`src/rtl/bayesian_imc_scheduler.sv`:
```
// ---------------------------------------------------------------------------
// bayesian_imc_scheduler
// Job-issuing front end for the Bayesian IMC core. Host requests are queued,
// issued to the core one at a time with operands held stable for the whole
// job, and the core's mean/confidence is returned on a valid/ready port. A
// watchdog ends jobs whose done pulse never arrives and latches a sticky fault.
//
// Ports
//   clk, rst                      clock, async active-high reset
//   req_valid/req_ready           host request handshake
//   req_data/weight_sel/conf/tag  request payload
//   core_start                    one-cycle start pulse to the core
//   core_input_data/weight_select/confidence_pattern  held job operands
//   core_done/core_mean/core_confidence  core completion pulse and result
//   res_valid/res_ready           result handshake
//   res_mean/confidence/tag       captured result
//   res_confident (comb)          res_confidence >= CONF_THRESH
//   res_timeout                   job ended by the watchdog
//   fault                         sticky watchdog flag, cleared by rst only
//   busy (comb)                   FSM active or queue non-empty
//   jobs_done                     count of non-timeout results handed off
// ---------------------------------------------------------------------------
module bayesian_imc_scheduler #(
  parameter int unsigned WORD_SIZE   = 8,
  parameter int unsigned FIFO_DEPTH  = 4,
  parameter int unsigned TIMEOUT     = 63,
  parameter int unsigned CONF_THRESH = 8
) (
  input  logic                 clk,
  input  logic                 rst,
  input  logic                 req_valid,
  output logic                 req_ready,
  input  logic [WORD_SIZE-1:0] req_data,
  input  logic [1:0]           req_weight_sel,
  input  logic [WORD_SIZE-1:0] req_conf,
  input  logic [2:0]           req_tag,
  output logic                 core_start,
  output logic [WORD_SIZE-1:0] core_input_data,
  output logic [1:0]           core_weight_select,
  output logic [WORD_SIZE-1:0] core_confidence_pattern,
  input  logic                 core_done,
  input  logic [3:0]           core_mean,
  input  logic [3:0]           core_confidence,
  output logic                 res_valid,
  input  logic                 res_ready,
  output logic [3:0]           res_mean,
  output logic [3:0]           res_confidence,
  output logic [2:0]           res_tag,
  output logic                 res_confident,
  output logic                 res_timeout,
  output logic                 fault,
  output logic                 busy,
  output logic [7:0]           jobs_done
);

  localparam int unsigned PTR_W = (FIFO_DEPTH > 1) ? $clog2(FIFO_DEPTH) : 1;
  localparam int unsigned CNT_W = $clog2(FIFO_DEPTH + 1);
  localparam int unsigned TMR_W = $clog2(TIMEOUT + 1);

  localparam logic [TMR_W-1:0] TMR_MAX   = {TMR_W{1'b1}};
  localparam logic [TMR_W-1:0] TMR_LIMIT = TMR_W'(TIMEOUT);
  localparam logic [CNT_W-1:0] CNT_FULL  = CNT_W'(FIFO_DEPTH);

  localparam logic [1:0] S_IDLE   = 2'd0;
  localparam logic [1:0] S_ISSUE  = 2'd1;
  localparam logic [1:0] S_WAIT   = 2'd2;
  localparam logic [1:0] S_RESULT = 2'd3;

  typedef struct packed {
    logic [WORD_SIZE-1:0] data;
    logic [1:0]           weight_sel;
    logic [WORD_SIZE-1:0] conf;
    logic [2:0]           tag;
  } req_entry_t;

  // Request queue storage and bookkeeping
  req_entry_t       mem [FIFO_DEPTH];
  logic [PTR_W-1:0] wr_ptr;
  logic [PTR_W-1:0] rd_ptr;
  logic [CNT_W-1:0] count;
  logic             push;
  logic             pop;
  req_entry_t       head;
  req_entry_t       wr_entry;

  // FSM and registered-output next values
  logic [1:0]           state_q;
  logic [1:0]           state_d;
  logic [TMR_W-1:0]     timer_q;
  logic [TMR_W-1:0]     timer_d;
  logic [TMR_W-1:0]     timer_inc;
  logic                 start_d;
  logic [WORD_SIZE-1:0] data_d;
  logic [1:0]           sel_d;
  logic [WORD_SIZE-1:0] pat_d;
  logic [2:0]           tag_d;
  logic                 rvalid_d;
  logic [3:0]           mean_d;
  logic [3:0]           rconf_d;
  logic                 rtimeout_d;
  logic                 fault_d;
  logic [7:0]           jobs_d;

  // Queue push side: no pass-through, the FSM only ever reads the head
  assign req_ready = (count < CNT_FULL) && !fault;
  assign push      = req_valid && req_ready;
  assign head      = mem[rd_ptr];

  always_comb begin
    wr_entry            = '0;
    wr_entry.data       = req_data;
    wr_entry.weight_sel = req_weight_sel;
    wr_entry.conf       = req_conf;
    wr_entry.tag        = req_tag;
  end

  // Queue payload storage; contents are don't-care while not counted
  always_ff @(posedge clk) begin
    if (push) begin
      mem[wr_ptr] <= wr_entry;
    end
  end

  // Queue pointers and occupancy; simultaneous push and pop keep the count
  always_ff @(posedge clk or posedge rst) begin
    if (rst) begin
      wr_ptr <= '0;
      rd_ptr <= '0;
      count  <= '0;
    end else begin
      if (push) begin
        wr_ptr <= wr_ptr + PTR_W'(1);
      end
      if (pop) begin
        rd_ptr <= rd_ptr + PTR_W'(1);
      end
      case ({push, pop})
        2'b10:   count <= count + CNT_W'(1);
        2'b01:   count <= count - CNT_W'(1);
        default: count <= count;
      endcase
    end
  end

  // Watchdog timer saturates so it can never wrap back below the limit
  assign timer_inc = (timer_q == TMR_MAX) ? timer_q : timer_q + TMR_W'(1);

  // Next-state and registered-output logic
  always_comb begin
    state_d    = state_q;
    timer_d    = timer_q;
    start_d    = 1'b0;
    data_d     = core_input_data;
    sel_d      = core_weight_select;
    pat_d      = core_confidence_pattern;
    tag_d      = res_tag;
    rvalid_d   = res_valid;
    mean_d     = res_mean;
    rconf_d    = res_confidence;
    rtimeout_d = res_timeout;
    fault_d    = fault;
    jobs_d     = jobs_done;
    pop        = 1'b0;

    case (state_q)
      S_IDLE: begin
        // A latched fault freezes issue; queued entries wait for reset
        if ((count != '0) && !fault) begin
          pop     = 1'b1;
          data_d  = head.data;
          sel_d   = head.weight_sel;
          pat_d   = head.conf;
          tag_d   = head.tag;
          start_d = 1'b1;
          timer_d = '0;
          state_d = S_ISSUE;
        end
      end

      S_ISSUE: begin
        timer_d = '0;
        state_d = S_WAIT;
      end

      S_WAIT: begin
        timer_d = timer_inc;
        // A done pulse in the same cycle as the limit still wins
        if (core_done) begin
          mean_d     = core_mean;
          rconf_d    = core_confidence;
          rtimeout_d = 1'b0;
          rvalid_d   = 1'b1;
          state_d    = S_RESULT;
        end else if (timer_inc == TMR_LIMIT) begin
          mean_d     = 4'd0;
          rconf_d    = 4'd0;
          rtimeout_d = 1'b1;
          rvalid_d   = 1'b1;
          fault_d    = 1'b1;
          state_d    = S_RESULT;
        end
      end

      S_RESULT: begin
        if (res_ready) begin
          rvalid_d = 1'b0;
          if (!res_timeout) begin
            jobs_d = jobs_done + 8'd1;
          end
          state_d = S_IDLE;
        end
      end

      default: begin
        state_d = S_IDLE;
      end
    endcase
  end

  // State and output registers; reset aborts any job in flight
  always_ff @(posedge clk or posedge rst) begin
    if (rst) begin
      state_q                 <= S_IDLE;
      timer_q                 <= '0;
      core_start              <= 1'b0;
      core_input_data         <= '0;
      core_weight_select      <= '0;
      core_confidence_pattern <= '0;
      res_tag                 <= '0;
      res_valid               <= 1'b0;
      res_mean                <= '0;
      res_confidence          <= '0;
      res_timeout             <= 1'b0;
      fault                   <= 1'b0;
      jobs_done               <= '0;
    end else begin
      state_q                 <= state_d;
      timer_q                 <= timer_d;
      core_start              <= start_d;
      core_input_data         <= data_d;
      core_weight_select      <= sel_d;
      core_confidence_pattern <= pat_d;
      res_tag                 <= tag_d;
      res_valid               <= rvalid_d;
      res_mean                <= mean_d;
      res_confidence          <= rconf_d;
      res_timeout             <= rtimeout_d;
      fault                   <= fault_d;
      jobs_done               <= jobs_d;
    end
  end

  // Combinational status outputs derived from registers only
  assign res_confident = (32'(res_confidence) >= CONF_THRESH);
  assign busy          = (state_q != S_IDLE) || (count != '0);

endmodule

```
`config.mk`:
```
export PLATFORM = sky130hd
export DESIGN_NAME = bayesian_imc_scheduler
export DESIGN_NICKNAME = d
export VERILOG_FILES = /design/src/rtl/bayesian_imc_scheduler.sv
export SDC_FILE = /design/constraint.sdc
export NUM_CORES = 1
export LEC_CHECK = 0
export CAP_MARGIN = 20
export CORE_MARGIN = 4
export CORE_UTILIZATION = 37
export DETAILED_ROUTE_END_ITERATION = 12
export MAX_ROUTING_LAYER = met4
export SETUP_SLACK_MARGIN = 0.05
export SKIP_CTS_REPAIR_TIMING = 1
export SLEW_MARGIN = 25
export SYNTH_ARGS = -nofsm -noshare
export SYNTH_HDL_FRONTEND = slang
export SYNTH_SLANG_ARGS = --single-unit
```
`constraint.sdc`:
```
create_clock -name clk -period 3 [get_ports clk]
set_clock_uncertainty 0.1 [all_clocks]
set_input_delay 0.45 -clock clk [delete_from_list [all_inputs] [get_ports clk]]
set_output_delay 0.45 -clock clk [all_outputs]
set_load 0.01 [all_outputs]
```
# Yosys cells after proc, flatten, opt, wreduce, memory -nomap -nowiden
# Memories as Yosys holds them, arrays and structs flattened. A register that Yosys moved wholly into a read port is not among the register bits.
# Cells that the tools add are included.
# Widths: inputs -> output; s select.
[totals] register_bits=35 output_inout_bits=44 in_bits=34 wordCells=73 ram_bits=84 mem_count=1
[mem_list] name="mem" words=4 width=21 read_ports=1 rd_clocked_by_memory_dff=1 write_ports=1 line="77" source="req_entry_t mem [FIFO_DEPTH];"
[op_classes] n_eq_ne=10 muxes=21 order_cmp=2 reduce_logical=19 n_bitwise=2 add_sub_neg=6
[op_table] operator="$pmux 6 s3" n=1
[op_table] operator="$eq 6x6->1 const B" n=2
[op_table] operator="$mux 4" n=3
[op_table] operator="$mux 6" n=2
[op_table] operator="$reduce_and 3->1" n=4
[op_table] operator="$add 8x1->8 const B" n=1
[op_table] operator="$mux 1" n=8
[op_table] operator="$mux 2" n=4
[op_table] operator="$pmux 2 s4" n=1
[op_table] operator="$reduce_bool 2->1" n=4
[op_table] operator="$add 6x1->6 const B" n=1
[op_table] operator="$eq 2x2->1 const B" n=3
[op_table] operator="$pmux 3 s2" n=1
[op_table] operator="$reduce_and 2->1" n=3
[op_table] operator="$reduce_bool 3->1" n=2
[op_table] operator="$add 2x1->2 const B" n=2
[op_table] operator="$eq 2x1->1 const B" n=2
[op_table] operator="$ge 4x4->1 const B" n=1
[op_table] operator="$ne 2x2->1 const B" n=2
[op_table] operator="$add 3x1->3 const B" n=1
[op_table] operator="$logic_and 1x1->1" n=3
[op_table] operator="$lt 3x3->1 const B" n=1
[op_table] operator="$ne 3x3->1 const B" n=1
[op_table] operator="$sub 3x1->3 const B" n=1
[op_table] operator="5 further kinds" n=6

# Longest topological paths before layout
[logic_depth] depth_word=6 ltp_mapped=10

# Worst setup path before layout
# Ideal clock, no wire load.
[synth_path] kind="reg2reg" startpoint="reg state_q[0]" endpoint="reg count[2]" path_stages_with_launch=11 path_buffers=1 path_slack_ps=580 required_ps=2821 arrival_time_ps=2240 setup_time_ps=79 path_cell_list="dfrtp_1 -> inv_1 -> ha_1 -> nor3b_2 -> buf_2 -> ha_1 -> inv_1 -> fa_1 -> xor2_1 -> nor2_1 -> xor2_1"
[synth_between] elab_chain_cells=4
[synth_rtl] element="from (decl)" line="87" source="logic [1:0] state_q;"
[synth_rtl] element="from (signal assigned)" line="237" source="state_q <= state_d;"
[synth_rtl] element="$logic_not 2->1 *" line="165" source="case (state_q)"
[synth_rtl] element="$mux 1 *" line="165"
[synth_rtl] element="named net pop" line="82" source="logic pop;"
[synth_rtl] element="$eq 2x1->1 / $eq 2x2->1 (equally long branches)" line="137" source="case ({push, pop})"
[synth_rtl] element="$pmux 3 s2 / $reduce_bool 2->1 (equally long branches)"
[synth_rtl] element="to (signal assigned)" line="138" source="2'b10: count <= count + CNT_W'(1);"
[synth_rtl] element="to (signal assigned)" line="139" source="2'b01: count <= count - CNT_W'(1);"
[synth_rtl] element="to (signal assigned)" line="140" source="default: count <= count;"
[synth_rtl] element="to (decl)" line="80" source="logic [CNT_W-1:0] count;"
# The timed path passes the listed nets; every way through them passes the cells marked *.
# A chain may end at the register's enable or synchronous reset.

# Worst setup path in the final report
[layout_path] startpoint="reg fault" endpoint="out req_ready"
[layout_between] elab_chain_cells=2
[layout_rtl] element="from (decl)" line="51" source="output logic fault,"
[layout_rtl] element="from (signal assigned)" line="248" source="fault <= fault_d;"
[layout_rtl] element="$logic_not 1->1" line="105" source="assign req_ready = (count < CNT_FULL) && !fault;"
[layout_rtl] element="$logic_and 1x1->1" line="105"
[layout_rtl] element="to (decl)" line="32" source="output logic req_ready,"
# Every way passes these cells.

==> flow_summary.yaml <==
run_status:
  status: "completed"
setup_path:
  crit_arrival_ns: 1.81
  path_max_fanout: 6
  r2r_cells: 9
  worstSetupStartpointType: "register"
  rr_startpoint: "state_q[0]$_DFFE_PP0P_"
  reg2reg_slack_ns: 0.84
  end_kind: "output pin"
  crit_required_ns: 2.45
  critPathKind: "register to output pin"
  reg2reg_to: "count[2]$_DFFE_PP0P_"
floorplanning:
  core_mm2: 0.0147
  std_cell_rows: 44
  start_util_pct: 38.1
  die_area_mm2: 0.0172
  die_h_um: 131
  dieWidth_um: 131
  ios: 78
yosys:
  ys_seq_elements: 140
  synth_fp_nets: 363
  synth-main-ff-cell: "edfxtp_1"
  async_flop_share_pct: 40.0
  synth_edf_count: 84
  ys_seq_area_share_pct: 70.1
  synthDistinctLibCells: 43
  synth.avg_cell_area_um2: 17.7
  synth.cell_area_mm2: 0.00560
  synth_warnings: 0
  synthCells: 316
drt:
  wl_per_cell_um: 17.7
  drtAntennaViolNets: 0
  top_layer: "met4"
  wl_met3_um: 517
  wl_met2_um: 5350
  drtIter0Drc: 182
  via_per_inst: 5.03
  firstDrtPassIters: 4
  drc: 0
  wl_met1_um: 4660
  vias: 3038
  wirelength_um: 10700
clock_tree:
  tritoncts: "done"
  clock_latency_ns: 0.41
  clock_sinks: 140
  clk_path_buf_depth: 2
  clk_pin_slew_worst_paths_ns: 0.05
  htree_levels: 4
  numCtsBuffers: 17
  cts_root_buf: "clkbuf_16"
timing:
  drv_slew: 0
  rsz0062_at_grt: "no"
  setup_viol: 0
  fin_crit_ns: 2.36
  relSlewSlack_pct: 48.1
  fin_tns_setup_ns: 0
  setup_ws_ns: 0.645
  period_share_pct: 78.5
  hold_viol_final: 0
  worst_pin_slew_ns: 0.779
  max_freq_ghz: 0.425
global_route:
  grt_max_degree: 57
  antenna_found_initial: 0
  grt_pass1_vias: 3381
  grtUsageTotal_pct: 14.2
  gr-total-overflow: 0
  grt_pass1_wl_um: 17400
hold_path:
  holdCritStartpoint: "jobs_done[7]$_DFFE_PP0P_"
  hold_class: "register to register"
  min_path_cells: 1
  holdPathEnd: "jobs_done[7]$_DFFE_PP0P_"
final_layout:
  n_fill_cell: 1267
  layout.nets: 454
  antenna_cells: 0
  synthToLayoutAreaGrowth_pct: 27.6
  drive_above_1_share_pct: 21.7
place:
  dp_slack_ns: 0.649
  portBuffers: 77
  post-dp-hpwl_um: 6710
  gp_congestion: 0.777
pwr:
  power_leakage_nw: 2.68
  ir_worst_vdd_uv: 519
  powerDensity_mw_per_mm2: 987
run:
  max_cap_viol_count: 0
## per-stage QoR
step / hold slack [ns] / total power, mW / utilization (%) / instances / area, um2
floorplan: 0.383 / 4.25 / - / 316 / 5600
global placement: 0.361 / 5.16 / 44.9 / 572 / 6600
detailed placement: 0.377 / 5.22 / 44.9 / 572 / 6600
CTS: 0.384 / 7.19 / 48.6 / 604 / 7150
global route: 0.417 / 7.51 / 48.6 / 604 / 7150
finish: 0.375 / 7.06 / 48.6 / 604 / 7150
## power breakdown
group | leakage [nW] | internal, mW | switching [mW]
sequential | 1.45 | 2.56 | 0.347
clock | 0.264 | 1.16 | 0.769
combinational | 0.963 | 1.29 | 0.936
## critical path, cell delays in order, from the launching register on
cell	delay [ns]
dfrtp_1	0.47
nor2_1	0.31
clkdlybuf4s50_1	0.61
## cells in the final DEF, fill, tap and decap left out, types with 2 or more instances in the layout
cell,instances
mux2_2,24
xnor2_1,8
clkinvlp_4,2
or2b_1,2
clkbuf_1,4
mux4_2,21
nor2b_1,3
and2_1,2
clkinv_2,3
a21oi_1,8
nor2_1,3
ha_1,12
xor2_1,5
clkdlybuf4s50_1,77
inv_1,10
buf_4,8
and3_1,7
clkbuf_16,17
nand2_1,10
o21ai_0,7
clkinv_4,3
and4_1,2
a22o_1,9
dfrtp_1,55
edfxtp_1,84
nand4_1,2
mux2i_1,2
nand3_1,7
## worst max path at each step
stage	startpoint	end	depth (start not counted)
after floorplan	state_q[0]$_DFFE_PP0P_	count[2]$_DFFE_PP0P_	10
after global placement	req_valid	count[2]$_DFFE_PP0P_	9
after detailed placement	req_valid	count[2]$_DFFE_PP0P_	9
after CTS	fault$_DFFE_PP0P_	req_ready	2
after global routing	fault$_DFFE_PP0P_	req_ready	2
final	fault$_DFFE_PP0P_	req_ready	2
## metal layers
metal | track usage, % | vias to the layer above
li1 | - | 1398
met1 | 16.7 | 1553
met5 | - | -
met4 | 5.32 | 0
met3 | 4.31 | 10
met2 | 23.1 | 77
## synth_stat cells, types with 8 or more instances
library cell,instances,area [um2]
mux2_2,24,270
mux4_2,21,473
xnor2_1,8,70.1
nand2_1,10,37.5
edfxtp_1,84,2520
a21oi_1,8,40.0
a22o_1,9,78.8
ha_1,12,150
inv_1,11,41.3
dfrtp_1,56,1400
## state kept, by name, summed over array words and instances (netlist names), 3 cells and up
name,count
mem,84
core_input_data,8
jobs_done,8
count,3
res_tag,3
res_mean,4
res_confidence,4
timer_q,6
core_confidence_pattern,8
## final cells by class
class	count	area, um2	area share (%)
clock buffers	22	454	6.35
clock inverters	10	95.1	1.33
inverters	11	41.3	0.578
multi-input cells	152	1570	22.0
flip-flops and latches	140	3930	54.9
well taps	184	230	3.22
repair buffers	85	831	11.6
## kinds of logic after synthesis
group / count (synthesis) / synth area share (%)
flops: 140 / 70.1
mux: 48 / 13.9
buf+inv: 24 / 1.99
simple gates: 44 / 4.54
xor+xnor: 13 / 2.03
compound gates: 34 / 4.45
fa+ha+maj: 13 / 3.04
Power figures use the tool's default switching activity.
==> RTL change 1 (same flow settings) <==
Change the parameter `FIFO_DEPTH` from 4 to 8.
--- a/src/rtl/bayesian_imc_scheduler.sv
+++ b/src/rtl/bayesian_imc_scheduler.sv
@@ -22,7 +22,7 @@
 // ---------------------------------------------------------------------------
 module bayesian_imc_scheduler #(
   parameter int unsigned WORD_SIZE   = 8,
-  parameter int unsigned FIFO_DEPTH  = 4,
+  parameter int unsigned FIFO_DEPTH  = 8,
   parameter int unsigned TIMEOUT     = 63,
   parameter int unsigned CONF_THRESH = 8
 ) (
Check against the original RTL: not equivalent (a bounded check fails within 10 cycles, from zero or initial values and one cycle with rst high).
==> RTL change 1 against the original RTL <==
Sequential cell count grew 87. Wire length grew 62%. Final cell count is 54% higher. Critical path depth increased by 1. Final area rose by 55%. First-iteration DRC count rose by 36%. Area after synthesis rose by 61%. Total power up 52%. Sequential power grew 53%. Count of clock-buffer cells in the layout is 4 higher. Die area up 57%. Setup slack worse by 0.15 ns.
==> RTL change 1: results (changes against the original RTL) <==
* Run status: finished clean
* Multi-input combinational area share at 0.214 (-0.00556)
* Design Power at 10.7 mW (+52%)
* Placed Area at 10200 µm² (+55%)
* P_comb at 3.29 mW (+48%)
* Worst Path Arrival at 1.95 ns (+0.14 ns)
* Share of flip-flops with an asynchronous set or reset at 0.260 (-0.140)
* Non-clk bufs at 94 (+11%)
* Max reg flops at 168 (+100%)
* Clkbuf count at 26 (+18%)
* Placed Cells at 886 (+55%)
* Buffering overhead at 0.0825 (-0.0338)
* Routing usage on met3 at 0.0238 (-0.0193)
* Drt first-iter violations at 248 (+36%)
* CTS buffer count at 25 (+8)
* Tot GR Track Use at 0.134 (-0.00866)
* Post-synthesis sequential area ratio at 0.724 (+0.0236)
* WL met1 at 7.41 mm (+59%)
* Final GP Congestion at 0.758 (-2.5%)
* Die Wd at 164 µm (+25%)
* Max incr delay on CP at 0.49 ns (-0.12 ns)
* Worst Hold Class: in -> async
* Setup ws final at 0.496 ns (-0.149 ns)
* Post-synth net total at 541 (+49%)
* Layout cells sized above 1 at 0.207 (-0.00949)
* Crit path max fanout at 7 (+1)
* Met1 Resource Use GR at 0.165 (-0.00210)
* Fillers at 2064 (+63%)
* Worst Setup SP: count[1]$_DFFE_PP0P_
* Inverters at 7 (-4)
* Non-filler cells, final at 932 (+54%)
* Vias in the first global route at 4915 (+45%)
* Clock tree buffer depth at 3 (+1)
* Synth top area cells: edfxtp_1, dfrtp_1, mux4_2, mux2i_1, ha_1
* Largest net degree at the start of global routing at 45 (-21%)
* Clock share of power at 0.279 (+0.005)
* Clk sink count at 227 (+62%)
RTL change 1: path summary, 6_finish.rpt:
kind / endpoint / slack (ns) / cells past startpoint
setup / recovery: busy / 0.50 / 3
hold / removal: core_confidence_pattern[2]$_DFFE_PP0P_ / 0.29 / 2
setup reg to reg: count[2]$_DFFE_PP0P_ / 0.58 / 10
hold reg to reg: jobs_done[7]$_DFFE_PP0P_ / 0.38 / 1
max in group asynchronous: core_input_data[1]$_DFFE_PP0P_ / 1.81 / 3
min in group clk: jobs_done[7]$_DFFE_PP0P_ / 0.38 / 1
RTL change 1: cell families (layout without fill, tap and decap cells):
logic type,count (synthesis),count (layout),synth area share
DFF,227,227,0.724
and+or+nand+nor,84,84,0.0468
muxes,68,68,0.135
AOI/OAI and AO/OA,59,59,0.0440
buffers and inverters,29,147,0.0176
xor gates and xnor gates,16,16,0.0156
adders and majority gates,12,12,0.0167
==> RTL change 2 (config.mk and constraints unchanged) <==
Made on the original files. Take the reset off `core_input_data` and load it in a clocked block of its own.
--- a/src/rtl/bayesian_imc_scheduler.sv
+++ b/src/rtl/bayesian_imc_scheduler.sv
@@ -223,7 +223,6 @@
       state_q                 <= S_IDLE;
       timer_q                 <= '0;
       core_start              <= 1'b0;
-      core_input_data         <= '0;
       core_weight_select      <= '0;
       core_confidence_pattern <= '0;
       res_tag                 <= '0;
@@ -237,7 +236,6 @@
       state_q                 <= state_d;
       timer_q                 <= timer_d;
       core_start              <= start_d;
-      core_input_data         <= data_d;
       core_weight_select      <= sel_d;
       core_confidence_pattern <= pat_d;
       res_tag                 <= tag_d;
@@ -250,6 +248,10 @@
     end
   end
 
+  always_ff @(posedge clk) begin
+    core_input_data <= data_d;
+  end
+
   // Combinational status outputs derived from registers only
   assign res_confident = (32'(res_confidence) >= CONF_THRESH);
   assign busy          = (state_q != S_IDLE) || (count != '0);
Function: differs if rst is asserted again (counterexample within 4 cycles, from zero or initial values and one cycle with rst high); with rst held inactive, the same outputs for 10 cycles.
==> RTL change 2 against the original RTL <==
Via count shrank 2.1%. Non-clock buffer count unchanged. Highest routed layer unchanged. Sequential cell count is the same. Total power decreased by 3.4%. Largest power group unchanged. Setup slack got worse by 0.092 ns. Clock power shrank 6%. Utilization shrank 0.062 points. Final area shrank 0.88%. Wire length shrank 2.7%. Area after synthesis decreased by 1.1%. Critical path type unchanged.
==> RTL change 2: results (changes against the original RTL) <==
* Run status: finished clean
* Max transition margin at 0.598 (+0.117)
* Post-Route WL at 10.4 mm (-2.7%)
* Worst Reg-to-Reg Cells at 6 (-3)
* Worst Hold Class: in -> async
* Routing usage on met3 at 0.0426 (-0.000519)
* Post-synth top cells: edfxtp_1, dfrtp_1, mux4_2
* Hold slack at 0.301 ns (-0.0740 ns)
* Worst Path Arrival at 1.90 ns (+0.09 ns)
* Crit path max fanout at 3 (-3)
* First-pass GRT wire length at 16.8 mm (-3.5%)
* Worst reg2reg path startpoint: timer_q[0]$_DFFE_PP0P_
* Worst reg2reg setup slack at 0.74 ns (-0.10 ns)
* Met2 Wirelength at 5.20 mm (-2.9%)
* Met1 Resource Use GR at 0.168 (+0.000319)
* DR WL/cell at 17.3 µm (-2.0%)
* WL met1 at 4.53 mm (-2.7%)
* Maximum VDD drop at 0.000509 V (-2.0%)
* Tot GR Track Use at 0.138 (-0.00424)
* Met2 GRT Util at 0.218 (-0.0133)
* Synth top area cells: edfxtp_1, dfrtp_1, mux4_2, mux2_2, ha_1
* Post-synthesis mux area share at 0.120 (-0.0185)
* Post-Synth XOR/XNOR Area at 0.0206 (+0.000230)
* Post-synth EDFFs at 92 (+9.5%)
* Leakage at 2.66 nW (-0.54%)
* Cell variety after synth at 41 (-4.7%)
* Final GP Congestion at 0.756 (-2.7%)
* Fillers at 1223 (-3.5%)
* R2r endpoint: state_q[1]$_DFFE_PP0P_
* Largest net degree at the start of global routing at 49 (-14%)
* Final Util at 0.486 (-0.000618)
* Layout cells sized above 1 at 0.195 (-0.0220)
* Vias in the first global route at 3150 (-6.8%)
* Vias after detailed routing at 2975 (-2.1%)
* Syn avg cell area at 17.9 µm² (+0.80%)
* Post-synthesis sequential area ratio at 0.716 (+0.0151)
* Drt first-iter violations at 155 (-15%)
* Placed Cells at 568 (-0.70%)
* HPWL Detailed at 6.33 mm (-5.7%)
* Worst Setup SP: count[0]$_DFFE_PP0P_
* Post-synth net total at 357 (-1.7%)
RTL change 2: cell types whose count changed in the layout (fill, tap and decap cells not counted), moves of 2 or more:
cell | unedited run | this run
or2b_1 | 2 | 0
nor3_1 | 1 | 3
clkinv_2 | 3 | 6
mux2_2 | 24 | 14
nand3b_1 | 0 | 2
nor2_1 | 3 | 5
dfrtp_1 | 55 | 47
nand4_1 | 2 | 0
nand2b_1 | 1 | 5
edfxtp_1 | 84 | 92
RTL change 2: power breakdown:
| group | internal [mW] | switching [mW] |
|---|---|---|
| sequential | 2.59 | 0.259 |
| combinational | 1.17 | 0.975 |
| clock | 1.05 | 0.775 |
| total | 4.81 | 2.01 |
RTL change 2: area by class of cell:
cell class                      instances  share of cell area
Clock inverter                         12              0.0113
Timing Repair Buffer                   85               0.119
Clock buffer                           20              0.0616
Multi-Input combinational cell        147               0.210
Sequential cell                       140               0.560
Tap cell                              184              0.0325
Inverter                               12             0.00636
RTL change 2: worst max-delay path by stage:
stage	end	slack (ns)	cells after the start
after global routing	busy	0.40	3
after floorplan	count[2]$_DFFE_PP0P_	0.39	10
after detailed placement	count[2]$_DFFE_PP0P_	0.61	9
after global placement	count[2]$_DFFE_PP0P_	0.68	9
after CTS	busy	0.48	3
final	busy	0.55	3
RTL change 2: kinds of logic (layout without fill, tap and decap cells):
group | Yosys count | in the layout
mux | 38 | 38
flops | 140 | 140
xor+xnor | 13 | 13
simple gates | 49 | 49
fa+ha+maj | 13 | 13
buf+inv | 23 | 129
compound gates | 34 | 34
RTL change 2: worst max-delay path, cell delays in order, from the launching register on:
cell and delay (ns):
dfrtp_1 0.40, nor3_1 0.45, nand2_1 0.13, clkdlybuf4s50_1 0.50
